--- src/rtl/cordic_round_sat.sv ---
`default_nettype none
// +----------------------------------------------------------------------------+
// | cordic_round_sat: 2-stage per-channel rounding (floor / half-up /          |
// | half-even) from WW to OW bits with clamp-or-wrap and overflow statistics.  |
// | Revision: 1.0                                                              |
// +----------------------------------------------------------------------------+
module cordic_round_sat #(
   parameter int NCH = 2,
   parameter int WW  = 15,
   parameter int OW  = 12,
   parameter int SAT = 1,
   parameter int CW  = 16
) (
   input  logic              i_clk,
   input  logic              i_reset,
   input  logic              i_ce,
   input  logic              i_valid,
   input  logic [1:0]        i_mode,
   input  logic [NCH*WW-1:0] i_data,
   input  logic              i_ovf_clr,
   output logic              o_valid,
   output logic [NCH*OW-1:0] o_data,
   output logic [NCH-1:0]    o_ovf,
   output logic              o_ovf_sticky,
   output logic [CW-1:0]     o_ovf_cnt
);

   localparam int          D            = WW - OW;
   localparam logic [1:0]  MODE_TRUNC   = 2'b00;
   localparam logic [1:0]  MODE_HALF_UP = 2'b01;
   localparam logic [OW-1:0] C_POS_MAX  = {1'b0, {(OW-1){1'b1}}};
   localparam logic [OW-1:0] C_NEG_MIN  = {1'b1, {(OW-1){1'b0}}};
   localparam logic [CW-1:0] C_CNT_ONE  = {{(CW-1){1'b0}}, 1'b1};

   logic                  v1_q, v1_d;
   logic [NCH-1:0][WW:0]  s1_q, s1_d;
   logic                  v2_q, v2_d;
   logic [NCH*OW-1:0]     data_q, data_d;
   logic [NCH-1:0]        ovf_q, ovf_d;
   logic                  sticky_q, sticky_d;
   logic [CW-1:0]         cnt_q, cnt_d;

   logic [NCH-1:0][WW:0]  sum;
   logic [NCH*OW-1:0]     res;
   logic [NCH-1:0]        ovf_new;
   logic                  ovf_evt;

   genvar k;
   generate
      for (k = 0; k < NCH; k++) begin : g_ch
         logic [WW-1:0] x;
         logic [WW:0]   r;
         logic [OW:0]   q;
         logic          fits;
         logic          unused_lsbs;

         assign x = i_data[k*WW +: WW];

         always_comb begin
            r = '0;
            case (i_mode)
               MODE_TRUNC:   r = '0;
               MODE_HALF_UP: r[D-1] = 1'b1;
               // Bias one below half when the kept LSB is even so exact ties round to even.
               default:      r[D-1:0] = {x[D], {(D-1){~x[D]}}};
            endcase
         end

         assign sum[k] = {x[WW-1], x} + r;

         assign q           = s1_q[k][WW:D];
         assign fits        = (q[OW] == q[OW-1]);
         assign unused_lsbs = ^s1_q[k][D-1:0];
         assign ovf_new[k]  = ~fits;
         assign res[k*OW +: OW] = (fits || (SAT == 0)) ? q[OW-1:0]
                                : (q[OW] ? C_NEG_MIN : C_POS_MAX);
      end
   endgenerate

   always_comb begin
      v1_d     = v1_q;
      s1_d     = s1_q;
      v2_d     = v2_q;
      data_d   = data_q;
      ovf_d    = ovf_q;
      sticky_d = sticky_q;
      cnt_d    = cnt_q;
      ovf_evt  = 1'b0;

      if (i_ce) begin
         v1_d = i_valid;
         s1_d = sum;
         v2_d = v1_q;
         if (v1_q) begin
            data_d  = res;
            ovf_d   = ovf_new;
            ovf_evt = |ovf_new;
         end
      end

      // A clear coinciding with a new event leaves that event counted.
      if (i_ovf_clr) begin
         sticky_d = ovf_evt;
         cnt_d    = ovf_evt ? C_CNT_ONE : '0;
      end else if (ovf_evt) begin
         sticky_d = 1'b1;
         if (cnt_q != '1) cnt_d = cnt_q + C_CNT_ONE;
      end
   end

   always_ff @(posedge i_clk or posedge i_reset) begin
      if (i_reset) begin
         v1_q     <= 1'b0;
         s1_q     <= '0;
         v2_q     <= 1'b0;
         data_q   <= '0;
         ovf_q    <= '0;
         sticky_q <= 1'b0;
         cnt_q    <= '0;
      end else begin
         v1_q     <= v1_d;
         s1_q     <= s1_d;
         v2_q     <= v2_d;
         data_q   <= data_d;
         ovf_q    <= ovf_d;
         sticky_q <= sticky_d;
         cnt_q    <= cnt_d;
      end
   end

   assign o_valid      = v2_q;
   assign o_data       = data_q;
   assign o_ovf        = ovf_q;
   assign o_ovf_sticky = sticky_q;
   assign o_ovf_cnt    = cnt_q;

endmodule
`default_nettype wire

--- config.mk ---
export PLATFORM = sky130hd
export DESIGN_NAME = cordic_round_sat
export DESIGN_NICKNAME = d
export VERILOG_FILES = /design/src/rtl/cordic_round_sat.sv
export SDC_FILE = /design/constraint.sdc
export NUM_CORES = 1
export LEC_CHECK = 0
export CAP_MARGIN = 40
export CORE_AREA = 2 2 86 88
export CTS_BUF_LIST = sky130_fd_sc_hd__clkbuf_16
export CTS_CLUSTER_SIZE = 20
export DETAILED_ROUTE_END_ITERATION = 8
export DIE_AREA = 0 0 88 90
export PLACE_DENSITY = 0.85
export SETUP_SLACK_MARGIN = 0.15
export SLEW_MARGIN = 20
export SYNTH_ARGS = -nofsm -noshare
export SYNTH_HDL_FRONTEND = slang
export SYNTH_SLANG_ARGS = --single-unit
export TNS_END_PERCENT = 100
--- constraint.sdc ---
create_clock -name i_clk -period 7.6 [get_ports i_clk]
set_input_delay 1.9 -clock i_clk [delete_from_list [all_inputs] [get_ports i_clk]]
set_output_delay 1.9 -clock i_clk [all_outputs]
set_load 0.01 [all_outputs]
==> impl_metrics.py, run 1 <==
metrics = {
    "global_routing": {
        "grt_pass1_wl_mm": 14.7,
        "grt_max_degree": 56,
        "antenna_found_initial": 0,
        "grt.overflow.total": 0,
        "grt_pass1_vias": 3148,
        "gr-usage-all-layers_pct": 23.6,
    },
    "floorplanning": {
        "dieArea_um2": 7920,
        "row_count": 31,
        "fp.dieW_um": 88,
        "ios": 81,
        "start_util_pct": 53.9,
        "die_height_um": 90,
        "core_area_um2": 7020,
    },
    "synthesis": {
        "synth_area_um2": 3790,
        "synth-seq-area-share_pct": 46.9,
        "syn_inst": 407,
        "ys_seq_elements": 71,
        "ys_warn_count": 0,
        "yosysUniqueCellTypes": 44,
        "syn-num-nets": 453,
        "syn_area_per_cell_um2": 9.31,
    },
    "place": {
        "io_buffers": 80,
        "gp_congestion": 0.850,
        "hpwl_mm": 5.95,
        "placed_cell_area_um2": 4660,
        "pre_cts_slack_ns": 3.04,
    },
    "sta": {
        "tightest_slew_ns": 0.852,
        "fmax_mhz": 247,
        "hold_ws_ns": 0.475,
        "fin_skew_ns": 0.00622,
        "fin_setup_tns_ns": 0,
        "setup_viol": 0,
        "drv_slew": 0,
        "fin_crit_sh_pct": 53.2,
        "fin_crit_ns": 4.04,
        "grt_setup_unrepaired": "false",
        "hold_viol_final": 0,
        "slew_headroom_pct": 43.0,
        "layout_setup_ws_ns": 3.56,
    },
    "setup_path": {
        "crit_path_end_kind": "flop",
        "crit_required_ns": 7.85,
        "critPathArrivalTime_ns": 4.29,
        "max_stage_delay_ns": 0.61,
        "path_cells": "clkdlybuf4s50_1, nand2b_1, nand2_1, ha_1, a21oi_1, or4b_4, or3_1, a31oi_1",
        "cp_num_buf_inv": 1,
        "crit_type": "primary input to flop",
        "cp-start-kind": "primary input",
        "crit_slowest_cell": "or4b_4",
        "cp_max_fo": 7,
        "crit_family": "simple AND/OR/NAND/NOR gates",
    },
    "cells_and_area": {
        "diodes": 0,
        "drive_gt1_share_pct": 8.20,
        "syn2layout_area_growth_pct": 32.6,
        "finalNetCount": 529,
        "stdcell_area_um2": 5020,
    },
    "detailed_routing": {
        "drtIter0Drc": 206,
        "num_vias": 3335,
        "wl_per_cell_um": 15.2,
        "drt_pass1_iterations": 4,
        "avgViaCountPerCell": 5.68,
        "drt.antenna.violating_nets": 0,
        "totalWireLength_mm": 8.90,
        "drcViolationCount": 0,
    },
    "pwr": {
        "sw_frac_of_total_pct": 27.1,
        "p_clk_share_pct": 38.0,
        "seqPwrFrac_pct": 39.8,
        "power_mw": 1.17,
        "p_comb_share_pct": 22.2,
        "p_int_mw": 0.850,
        "p_switching_mw": 0.316,
        "ir_drop_mv": 0.136,
        "powerDensity_nw_per_um2": 232,
        "leakage_nw": 2.07,
    },
    "clock_network": {
        "cts_max_path_buffers": 2,
        "hold_buffers": 0,
        "post-cts-setup-buffer-count": 0,
        "cts_sinks": 71,
        "clock-root-buffer": "clkbuf_16",
        "cts_tree": "done",
        "cts_buffers": 9,
        "post_cts_resize_count": 0,
        "clk_pin_slew_worst_paths_ns": 0.06,
        "ctsHtreeMaxLevel": 3,
        "worstSkewPairLatency_ns": 0.33,
    },
    "worst_hold_path": {
        "hp-class": "flop to flop",
    },
    "run_status": {
        "status": "complete, no violations",
    },
    "job": {
        "maxCapViolCount": 0,
    },
}
## worst reg2reg max path: stages, from the launching register on
cell and delay, ns:
dfrtp_1 0.37, inv_1 0.06, ha_1 0.54, nand2_1 0.26, a21oi_1 0.73, nor4_1 0.16, mux2_2 0.30
## layout make-up
class / instances / area (µm²)
well taps: 99 / 124
flip-flops and latches: 71 / 1780
inverters: 15 / 56.3
clock inverters: 7 / 88.8
multi-input cells: 299 / 1870
fillers: 528 / 2000
clock buffers: 9 / 225
repair buffers: 87 / 883
## synth_stat cells, drive strengths merged
master / count / area (µm²)
a211oi: 4 / 30.0
a21boi: 2 / 15.0
a21o: 5 / 37.5
a21oi: 25 / 125
a22o: 1 / 8.76
a31oi: 10 / 62.6
a32o: 1 / 10.0
and2: 2 / 12.5
and2b: 1 / 8.76
and3: 2 / 12.5
and4: 2 / 17.5
and4bb: 1 / 12.5
buf: 8 / 35.0
clkbuf: 14 / 52.6
dfrtp: 71 / 1780
ha: 9 / 113
inv: 15 / 56.3
mux2: 12 / 135
mux2i: 1 / 10.0
nand2: 46 / 173
nand2b: 1 / 6.26
nand3: 11 / 55.1
nand3b: 1 / 7.51
nand4: 8 / 56.3
nand4b: 2 / 17.5
nor2: 35 / 131
nor2b: 31 / 194
nor3: 4 / 20.0
nor3b: 1 / 7.51
nor4: 8 / 50.1
nor4b: 3 / 26.3
o211ai: 3 / 22.5
o21ai: 13 / 65.1
o311ai: 2 / 17.5
o31ai: 25 / 188
or2: 1 / 6.26
or3: 6 / 37.5
or4: 5 / 37.5
or4b: 2 / 23.8
xnor2: 9 / 78.8
xor2: 4 / 35.0
## state kept, by name (all words and copies together) (netlist names)
| register | cells |
|---|---|
| o_data | 24 |
| o_ovf | 2 |
| o_ovf_sticky | 1 |
| o_valid | 1 |
| v1_q | 1 |
| o_ovf_cnt | 16 |
| g_ch.q | 26 |
## path summary, 6_finish.rpt
path	start	end	slack, ns	cells past startpoint
max in group asynchronous	i_reset	o_ovf_cnt[1]$_DFFE_PP0P_	5.07	4
worst max register to register	g_ch[1].q[11]$_DFFE_PP0P_	o_ovf_cnt[15]$_DFFE_PP0P_	5.08	6
min in group asynchronous	i_reset	o_ovf_cnt[7]$_DFFE_PP0P_	1.97	3
worst min-delay path	o_data[11]$_DFFE_PP0P_	o_data[11]$_DFFE_PP0P_	0.48	2
worst max-delay path	i_mode[1]	g_ch[1].q[10]$_DFFE_PP0P_	3.56	8
worst min register to register	o_data[11]$_DFFE_PP0P_	o_data[11]$_DFFE_PP0P_	0.48	2
## power by group through the flow
| stage | registers [mW] | clock network [mW] | logic (mW) |
|---|---|---|---|
| after floorplan | 0.482 | 0 | 0.107 |
| after global placement | 0.468 | 0 | 0.247 |
| after detailed placement | 0.470 | 0 | 0.254 |
| after CTS | 0.465 | 0.447 | 0.258 |
| after global routing | 0.471 | 0.462 | 0.282 |
| final | 0.464 | 0.443 | 0.259 |
## through the flow
step / std cells / utilization [%]
3_3_place_gp: 566 / 66.0
6_report: 587 / 71.5
4_1_cts: 584 / 70.8
5_1_grt: 587 / 71.5
3_5_place_dp: 568 / 66.4
2_1_floorplan: 407 / -
## cells in the final DEF, fill, tap and decap left out, drive strengths merged, types with 10 or more instances in the layout
master	instances
clkdlybuf4s50	79
nor2b	31
o21ai	13
nand2	46
mux2	12
o31ai	25
nor2	35
dfrtp	71
clkbuf	10
inv	16
a21oi	25
nand3	11
a31oi	10
## cell families (layout without fill, tap and decap cells)
| group | after synthesis | in the layout | share of synthesized area, % |
|---|---|---|---|
| fa+ha+maj | 9 | 9 | 2.97 |
| flops | 71 | 71 | 46.9 |
| buf+inv | 37 | 118 | 3.80 |
| simple gates | 173 | 173 | 24.1 |
| mux | 13 | 13 | 3.83 |
| compound gates | 91 | 91 | 15.4 |
| xor+xnor | 13 | 13 | 3.01 |
## per-layer routing
layer,up-vias,share of wire [%],GRT usage [%]
met1,1615,43,31.4
met2,104,51,37.6
met5,-,0,0
met3,9,5.0,6.24
met4,0,1.1,7.31
li1,1607,-,-
Power figures use the tool's default switching activity.
==> run 2, diff against run 1 <==
--- a/config.mk
+++ b/config.mk
@@ -6,12 +6,12 @@
 export NUM_CORES = 1
 export LEC_CHECK = 0
 export CAP_MARGIN = 40
-export CORE_AREA = 2 2 86 88
+export CORE_AREA = 2 2 90 92
 export CTS_BUF_LIST = sky130_fd_sc_hd__clkbuf_16
 export CTS_CLUSTER_SIZE = 20
 export DETAILED_ROUTE_END_ITERATION = 8
-export DIE_AREA = 0 0 88 90
-export PLACE_DENSITY = 0.85
+export DIE_AREA = 0 0 92 94
+export PLACE_DENSITY = 0.78
 export SETUP_SLACK_MARGIN = 0.15
 export SLEW_MARGIN = 20
 export SYNTH_ARGS = -nofsm -noshare
==> constraint.sdc (replaced) <==
create_clock -name i_clk -period 4.1 [get_ports i_clk]
set_input_delay 1.025 -clock i_clk [delete_from_list [all_inputs] [get_ports i_clk]]
set_output_delay 1.025 -clock i_clk [all_outputs]
set_load 0.01 [all_outputs]
==> run 2 against run 1 <==
Register-to-register slack worse by 3.5 ns. Critical path type unchanged. Power up 70%. Highest routed layer unchanged. Via count shrank 3.8%.
==> impl_metrics.py, run 2 (synthesis gave the netlist of run 1 again) <==
metrics = {
    "run_status": {
        "status": "complete, no violations",
    },
    "sta": {
        "hold_viol_final": 0,
        "fin_crit_sh_pct": 75.1,
        "tightest_slew_ns": 0.860,
        "fin_setup_tns_ns": 0,
        "fmax_mhz": 325,
        "drv_slew": 0,
        "hold_ws_ns": 0.466,
        "setup_viol": 0,
        "grt_setup_unrepaired": "false",
        "slew_headroom_pct": 42.1,
        "layout_setup_ws_ns": 1.02,
        "fin_skew_ns": 0.00474,
        "fin_crit_ns": 3.08,
    },
    "clock_network": {
        "cts_sinks": 71,
        "ctsHtreeMaxLevel": 3,
        "post_cts_resize_count": 0,
        "post-cts-setup-buffer-count": 0,
        "worstSkewPairLatency_ns": 0.33,
        "hold_buffers": 0,
        "cts_max_path_buffers": 2,
        "cts_buffers": 9,
        "cts_tree": "done",
        "clk_pin_slew_worst_paths_ns": 0.05,
        "clock-root-buffer": "clkbuf_16",
    },
    "setup_path": {
        "worstReg2RegStart": "g_ch[1].q[11]$_DFFE_PP0P_",
        "crit_type": "primary input to flop",
        "r2r-end": "o_ovf_cnt[15]$_DFFE_PP0P_",
        "reg2reg_depth": 6,
        "crit_path_end_kind": "flop",
        "r2r_slack_ns": 1.58,
        "cp-start-kind": "primary input",
        "cp_max_fo": 7,
        "critPathArrivalTime_ns": 3.33,
        "crit_required_ns": 4.35,
    },
    "floorplanning": {
        "die_height_um": 94,
        "start_util_pct": 49.8,
        "fp.dieW_um": 92,
        "row_count": 32,
        "core_area_um2": 7610,
        "ios": 81,
        "dieArea_um2": 8650,
    },
    "detailed_routing": {
        "drtIter0Drc": 281,
        "drcViolationCount": 0,
        "drt_pass1_iterations": 4,
        "totalWireLength_mm": 8.35,
        "drt.antenna.violating_nets": 0,
        "num_vias": 3209,
        "wl_per_cell_um": 14.2,
        "avgViaCountPerCell": 5.47,
    },
    "worst_hold_path": {
        "worstHoldEndpoint": "o_data[11]$_DFFE_PP0P_",
        "holdPathStages": 2,
        "hp-class": "flop to flop",
        "holdCritStartpoint": "o_data[11]$_DFFE_PP0P_",
    },
    "cells_and_area": {
        "largest_reg_flops": 26,
        "stdcell_area_um2": 4910,
        "drive_gt1_share_pct": 7.22,
        "syn2layout_area_growth_pct": 29.7,
        "final_cell_mix": "79 x clkdlybuf4s50_1, 71 x dfrtp_1, 46 x nand2_1",
        "diodes": 0,
        "finalNetCount": 528,
        "register_area_um2": 1780,
        "fill_cells": 646,
        "layout_commonest_cell": "clkdlybuf4s50_1",
        "multiInputGateArea_um2": 1870,
    },
    "pwr": {
        "ir_drop_mv": 0.202,
        "leakage_nw": 2.03,
        "powerDensity_nw_per_um2": 405,
        "power_mw": 1.99,
    },
    "global_routing": {
        "grt_pass1_wl_mm": 14.3,
        "antenna_found_initial": 0,
        "grt.overflow.total": 0,
        "grt_pass1_vias": 3143,
        "grt_max_degree": 55,
        "gr-usage-all-layers_pct": 20.8,
    },
    "place": {
        "hpwl_mm": 5.95,
        "placed_cell_area_um2": 4670,
        "io_buffers": 80,
        "gp_congestion": 0.921,
        "pre_cts_slack_ns": 0.670,
    },
    "job": {
        "maxCapViolCount": 0,
    },
}
run 2: worst max-delay path by stage:
stage / startpoint / endpoint / slack [ns] / cells past startpoint
after global placement: i_mode[1] / g_ch[1].q[11]$_DFFE_PP0P_ / 0.70 / 8
after detailed placement: i_mode[1] / g_ch[1].q[11]$_DFFE_PP0P_ / 0.67 / 8
after floorplan: i_reset / g_ch[0].q[0]$_DFFE_PP0P_ / 1.28 / 1
after global routing: i_mode[1] / g_ch[1].q[10]$_DFFE_PP0P_ / 0.88 / 8
after CTS: i_mode[1] / g_ch[1].q[11]$_DFFE_PP0P_ / 1.01 / 8
final: i_mode[1] / g_ch[1].q[11]$_DFFE_PP0P_ / 1.02 / 8
run 2: final cells by class:
type                            count  share of cell area, %
Multi-Input combinational cell    299                   38.0
Sequential cell                    71                   36.2
Timing Repair Buffer               86                   17.1
Clock buffer                        9                   4.58
Tap cell                          102                   2.60
Inverter                           15                   1.15
Clock inverter                      5                  0.407
run 2: worst max-delay path, stage by stage:
cell	delay (ns)
clkdlybuf4s50_1	0.56
nand2b_1	0.15
nand2_1	0.05
ha_1	0.30
a21oi_1	0.14
or4b_4	0.59
or3_1	0.36
a31oi_1	0.16
run 2: report_power, final:
part           internal, mW  total (mW)  switching (mW)
sequential            0.800       0.860          0.0601
combinational         0.245       0.468           0.223
clock                 0.392       0.660           0.268
run 2: per-layer routing:
| metal | track usage, % | wire length, µm |
|---|---|---|
| met5 | 0 | 0 |
| met3 | 4.17 | 392 |
| met1 | 27.0 | 3810 |
| met4 | 9.08 | 117 |
| met2 | 34.1 | 4040 |
run 2: per-stage QoR:
step	cells	util, %
after floorplan	407	-
after global placement	573	61.4
after detailed placement	573	61.4
after CTS	587	64.6
after global routing	587	64.6
final	587	64.6
